[src/rtl/uart_rx_fifo.sv]
// uart_rx_fifo: receive-side buffer sitting directly behind the UART receiver.
// It captures each word on the receiver's one-cycle rx_ready pulse into a
// circular FIFO. Words leave through a first-word-fall-through valid/ready
// port. It drives the receiver's can-receive input and counts dropped words.
//
// Ports:
//   clock, resetn          clock (rising edge); asynchronous active-low reset
//   rx_data, rx_ready      word from the receiver, valid for one cycle
//   rx_can_receive         !full, back to the receiver
//   out_data, out_valid    head word (0 when empty) and non-empty flag
//   out_ready              consumer takes the head word this cycle
//   flush                  synchronous clear of the FIFO contents
//   count, almost_full     fill level 0..DEPTH, and count >= ALMOST_FULL
//   overrun, drop_count    sticky drop flag, saturating drop counter
//   overrun_clear          synchronous clear of overrun and drop_count
module uart_rx_fifo #(
    parameter int WIDTH       = 8,
    parameter int DEPTH       = 16,
    parameter int ALMOST_FULL = DEPTH - 2
) (
    input  logic                       clock,
    input  logic                       resetn,
    input  logic [WIDTH-1:0]           rx_data,
    input  logic                       rx_ready,
    output logic                       rx_can_receive,
    output logic [WIDTH-1:0]           out_data,
    output logic                       out_valid,
    input  logic                       out_ready,
    input  logic                       flush,
    output logic [$clog2(DEPTH):0]     count,
    output logic                       almost_full,
    output logic                       overrun,
    input  logic                       overrun_clear,
    output logic [7:0]                 drop_count
);
    localparam int AW = $clog2(DEPTH);
    localparam int CW = AW + 1;

    logic [WIDTH-1:0] mem_q [DEPTH];
    logic [AW-1:0]    wr_ptr_q, wr_ptr_d;
    logic [AW-1:0]    rd_ptr_q, rd_ptr_d;
    logic [CW-1:0]    count_q, count_d;
    logic             overrun_q, overrun_d;
    logic [7:0]       drop_count_q, drop_count_d;

    logic full, empty, push, pop, drop;

    assign full  = (count_q == CW'(DEPTH));
    assign empty = (count_q == '0);

    // flush takes priority: it suppresses push, pop and drop in its cycle.
    // A push into a full FIFO is allowed when the head leaves the same cycle.
    assign pop  = !empty && out_ready && !flush;
    assign push = rx_ready && (!full || pop) && !flush;
    assign drop = rx_ready && full && !pop && !flush;

    always_comb begin
        wr_ptr_d     = wr_ptr_q;
        rd_ptr_d     = rd_ptr_q;
        count_d      = count_q;
        overrun_d    = overrun_q;
        drop_count_d = drop_count_q;

        if (push) wr_ptr_d = wr_ptr_q + 1'b1;
        if (pop)  rd_ptr_d = rd_ptr_q + 1'b1;
        case ({push, pop})
            2'b10:   count_d = count_q + 1'b1;
            2'b01:   count_d = count_q - 1'b1;
            default: count_d = count_q;
        endcase
        if (flush) begin
            wr_ptr_d = '0;
            rd_ptr_d = '0;
            count_d  = '0;
        end

        // A drop in the same cycle as overrun_clear restarts the tally at 1.
        if (drop) begin
            overrun_d = 1'b1;
            if (overrun_clear)
                drop_count_d = 8'd1;
            else if (drop_count_q != 8'hFF)
                drop_count_d = drop_count_q + 8'd1;
        end else if (overrun_clear) begin
            overrun_d    = 1'b0;
            drop_count_d = '0;
        end
    end

    always_ff @(posedge clock or negedge resetn) begin
        if (!resetn) begin
            wr_ptr_q     <= '0;
            rd_ptr_q     <= '0;
            count_q      <= '0;
            overrun_q    <= 1'b0;
            drop_count_q <= '0;
        end else begin
            wr_ptr_q     <= wr_ptr_d;
            rd_ptr_q     <= rd_ptr_d;
            count_q      <= count_d;
            overrun_q    <= overrun_d;
            drop_count_q <= drop_count_d;
        end
    end

    // Storage is deliberately left out of reset.
    always_ff @(posedge clock) begin
        if (push) mem_q[wr_ptr_q] <= rx_data;
    end

    // All flags come from the registered count only.
    assign out_valid      = !empty;
    assign rx_can_receive = !full;
    assign almost_full    = (count_q >= CW'(ALMOST_FULL));
    assign out_data       = out_valid ? mem_q[rd_ptr_q] : '0;
    assign count          = count_q;
    assign overrun        = overrun_q;
    assign drop_count     = drop_count_q;
endmodule

[config.mk]
export PLATFORM = sky130hd
export DESIGN_NAME = uart_rx_fifo
export DESIGN_NICKNAME = d
export VERILOG_FILES = /design/src/rtl/uart_rx_fifo.sv
export SDC_FILE = /design/constraint.sdc
export NUM_CORES = 1
export LEC_CHECK = 0
export CORE_MARGIN = 2
export CORE_UTILIZATION = 53
export CTS_CLUSTER_DIAMETER = 200
export DETAILED_ROUTE_END_ITERATION = 8
export HOLD_SLACK_MARGIN = 0.15
export PLACE_DENSITY = 0.72
export SETUP_SLACK_MARGIN = 0.05
export SYNTH_ARGS = -nofsm -noshare
export SYNTH_HDL_FRONTEND = slang
export SYNTH_SLANG_ARGS = --single-unit
[constraint.sdc]
create_clock -name clock -period 3.3 [get_ports clock]
set_clock_uncertainty 0.1 [all_clocks]
set_input_delay 0.66 -clock clock [delete_from_list [all_inputs] [get_ports clock]]
set_output_delay 0.66 -clock clock [all_outputs]
set_load 0.02 [all_outputs]
==> results.sh <==
export IMPL_outcome="finished with violations"
export IMPL_violations="DRC"
export IMPL_cts_buffer_depth=2
export IMPL_dp_hpwl_mm=7.43
export IMPL_fillCellCount=798
export IMPL_die_y_microns=113
export IMPL_grt_pass1_wl_mm=18.7
export IMPL_cp_max_fo=20
export IMPL_grt_max_degree=31
export IMPL_p_total_uw=5490
export IMPL_wl_per_cell_microns=20.0
export IMPL_antenna_found_initial=0
export IMPL_cts_root_buf="clkbuf_16"
export IMPL_vdd_drop_max_mv=0.381
export IMPL_setup_viol=0
export IMPL_num_vias=3356
export IMPL_holdPathStages=2
export IMPL_worstHoldStart="overrun"
export IMPL_totalWireLength_mm=11.9
export IMPL_worstReg2RegStart="count[1]"
export IMPL_hp_class="reg2reg"
export IMPL_worstMarginPinSlew_ns=0.569
export IMPL_syn_area_per_cell_sq_um=17.1
export IMPL_yosys_cell_types_count=43
export IMPL_synthArstFlopShare=0.147
export IMPL_power_density_nw_per_um2=719
export IMPL_min_period_over_period=0.905
export IMPL_crit_path_end_kind="primary output"
export IMPL_period_minus_slack_ns=2.99
export IMPL_ys_top_cells_by_count="edfxtp_1 (128), mux4_2 (32), nor2_1 (32)"
export IMPL_ys_seq_area_frac=0.696
export IMPL_fmax_ghz=0.335
export IMPL_ant_nets=0
export IMPL_dieArea_sq_um=12800
export IMPL_maxSlewHeadroom=0.620
export IMPL_yosysTopAreaCell="edfxtp_1"
export IMPL_io_pins=39
export IMPL_synth_main_ff_cell="edfxtp_1"
export IMPL_netlist_area_sq_um=6310
export IMPL_postCtsHoldBufs=0
export IMPL_synth_seq_cells=150
export IMPL_yosysWarnings=0
export IMPL_io_buffers=38
export IMPL_power_clock_fraction=0.331
export IMPL_p_leak_uw=0.00262
export IMPL_grtUsageTotal=0.201
export IMPL_grt_overflow=0
export IMPL_die_w_microns=113
export IMPL_rows=39
export IMPL_cap_viol_max_count=0
export IMPL_slew_violations=0
export IMPL_grt_pass1_vias=3524
export IMPL_path_class="reg2out"
export IMPL_intPower_uw=3950
export IMPL_synth_area_top_cells="edfxtp_1 (61%), mux4_2 (11%), dfrtp_1 (8.7%), mux2i_1 (3.0%), nor2_1 (1.9%)"
export IMPL_cts_buffers=17
export IMPL_fin_setup_tns_ns=0
export IMPL_via_per_inst=5.66
export IMPL_initial_core_util=0.548
export IMPL_cts_tree="done"
export IMPL_critPathLaunchType="register"
export IMPL_place_ws_ns=-0.0596
export IMPL_worstPathArrival_ns=2.23
export IMPL_cp_required_ns=2.54
export IMPL_yosys_area_top_type_share=0.609
export IMPL_drcViolationCount=3
export IMPL_drive_above_1_share=0.238
export IMPL_core_sq_um=11500
export IMPL_p_comb_frac=0.269
export IMPL_netlist_instances=369
export IMPL_seq_power_share=0.400
export IMPL_area_growth_pct=20.8
export IMPL_swShare=0.279
export IMPL_min_to="overrun"
export IMPL_first_iter_violations=245
export IMPL_clk_pin_slew_ns=0.06
export IMPL_place_congestion=0.784
export IMPL_p_switching_uw=1530
export IMPL_synth_edf_count=128
export IMPL_post_cts_buffers=0
export IMPL_final_hold_viol_count=0
export IMPL_yosysMostFrequentCell="edfxtp_1"
export IMPL_nets=459
export IMPL_crit_start="rd_ptr_q[0]"
export IMPL_cts_resized=6
export IMPL_clock_latency_ns=0.42
export IMPL_layout_setup_ws_ns=0.313
export IMPL_first_pass_iters=7
export IMPL_syn_nets=391
export IMPL_cts_sinks=150
export IMPL_rsz0062_at_grt="no"
export IMPL_r2r_slack_ns=0.63
export IMPL_r2r_cells=9
export IMPL_r2r_end="count[4]"
export IMPL_diodes=0
export IMPL_htreeDepth=4
-- cells by family after synthesis --
logic type | synth area share
adders and majority gates | 0.0159
AOI/OAI and AO/OA | 0.0309
xor gates and xnor gates | 0.0194
DFF | 0.696
muxes | 0.146
buffers and inverters | 0.0188
and+or+nand+nor | 0.0731
-- power groups by stage --
| stage | registers [uW] | clock network (uW) | logic [uW] |
|---|---|---|---|
| 3_3_place_gp | 2230 | 0 | 1500 |
| 5_1_grt | 2200 | 1920 | 1610 |
| 2_1_floorplan | 2230 | 0 | 980 |
| 4_1_cts | 2200 | 1850 | 1510 |
| 6_report | 2200 | 1810 | 1480 |
| 3_5_place_dp | 2230 | 0 | 1530 |
-- metrics by stage --
step | cells | utilization | hold slack (ns) | area (sq um)
6_report | 593 | 0.663 | 0.452 | 7630
5_1_grt | 593 | 0.663 | 0.485 | 7630
4_1_cts | 593 | 0.661 | 0.451 | 7620
3_5_place_dp | 561 | 0.612 | 0.438 | 7050
3_3_place_gp | 561 | 0.612 | 0.416 | 7050
2_1_floorplan | 369 | - | 0.264 | 6310
-- critical path, stage by stage, from the launching register on --
cell           delay [ns]
dfrtp_2              0.41
buf_12               0.21
mux4_2               0.53
mux2i_1              0.20
o22ai_1              0.11
dlygate4sd2_1        0.33
-- cells in the final DEF (no fill, tap or decap), types with 5 or more instances in the layout --
cell | netlist | routed
dfrtp_1 | 22 | 19
edfxtp_1 | 128 | 128
xnor2_1 | 9 | 9
xor2_1 | 5 | 5
clkdlybuf4s50_1 | 0 | 30
nand3_1 | 7 | 7
nand2b_1 | 7 | 6
clkbuf_16 | 0 | 17
nor3_1 | 8 | 8
o22ai_1 | 8 | 8
a21oi_1 | 5 | 5
mux2i_1 | 19 | 19
nor2_1 | 32 | 32
mux4_2 | 32 | 32
nand2_1 | 19 | 18
inv_1 | 7 | 7
o21ai_0 | 5 | 5
ha_1 | 8 | 8
buf_4 | 1 | 28
-- state kept, by name, summed over array words and instances (netlist names) --
signal,count
rd_ptr_q,4
drop_count,8
mem_q,128
count,5
wr_ptr_q,4
overrun,1
-- layer usage --
layer  track usage  up-vias  part of all wire
li1              -     1571                 -
met1         0.250     1680              0.42
met2         0.341       89              0.52
met3        0.0546       16             0.053
met4        0.0724        0             0.011
met5             0        -                 0
-- final cells by class --
type | count | area [sq um] | share of cell area
Clock buffer | 17 | 425 | 0.0558
Tap cell | 143 | 179 | 0.0235
Sequential cell | 150 | 4400 | 0.576
Timing Repair Buffer | 69 | 656 | 0.0859
Inverter | 7 | 26.3 | 0.00344
Clock inverter | 15 | 139 | 0.0182
Multi-Input combinational cell | 192 | 1810 | 0.237
-- worst max-delay path by stage --
| stage | end | depth (start not counted) |
|---|---|---|
| CTS | out_data[7] | 5 |
| global placement | count[4] | 10 |
| floorplan | count[4] | 10 |
| detailed placement | count[4] | 10 |
| global route | out_data[3] | 5 |
| finish | out_data[3] | 5 |
Note: power is estimated with default switching activity, not from simulation.
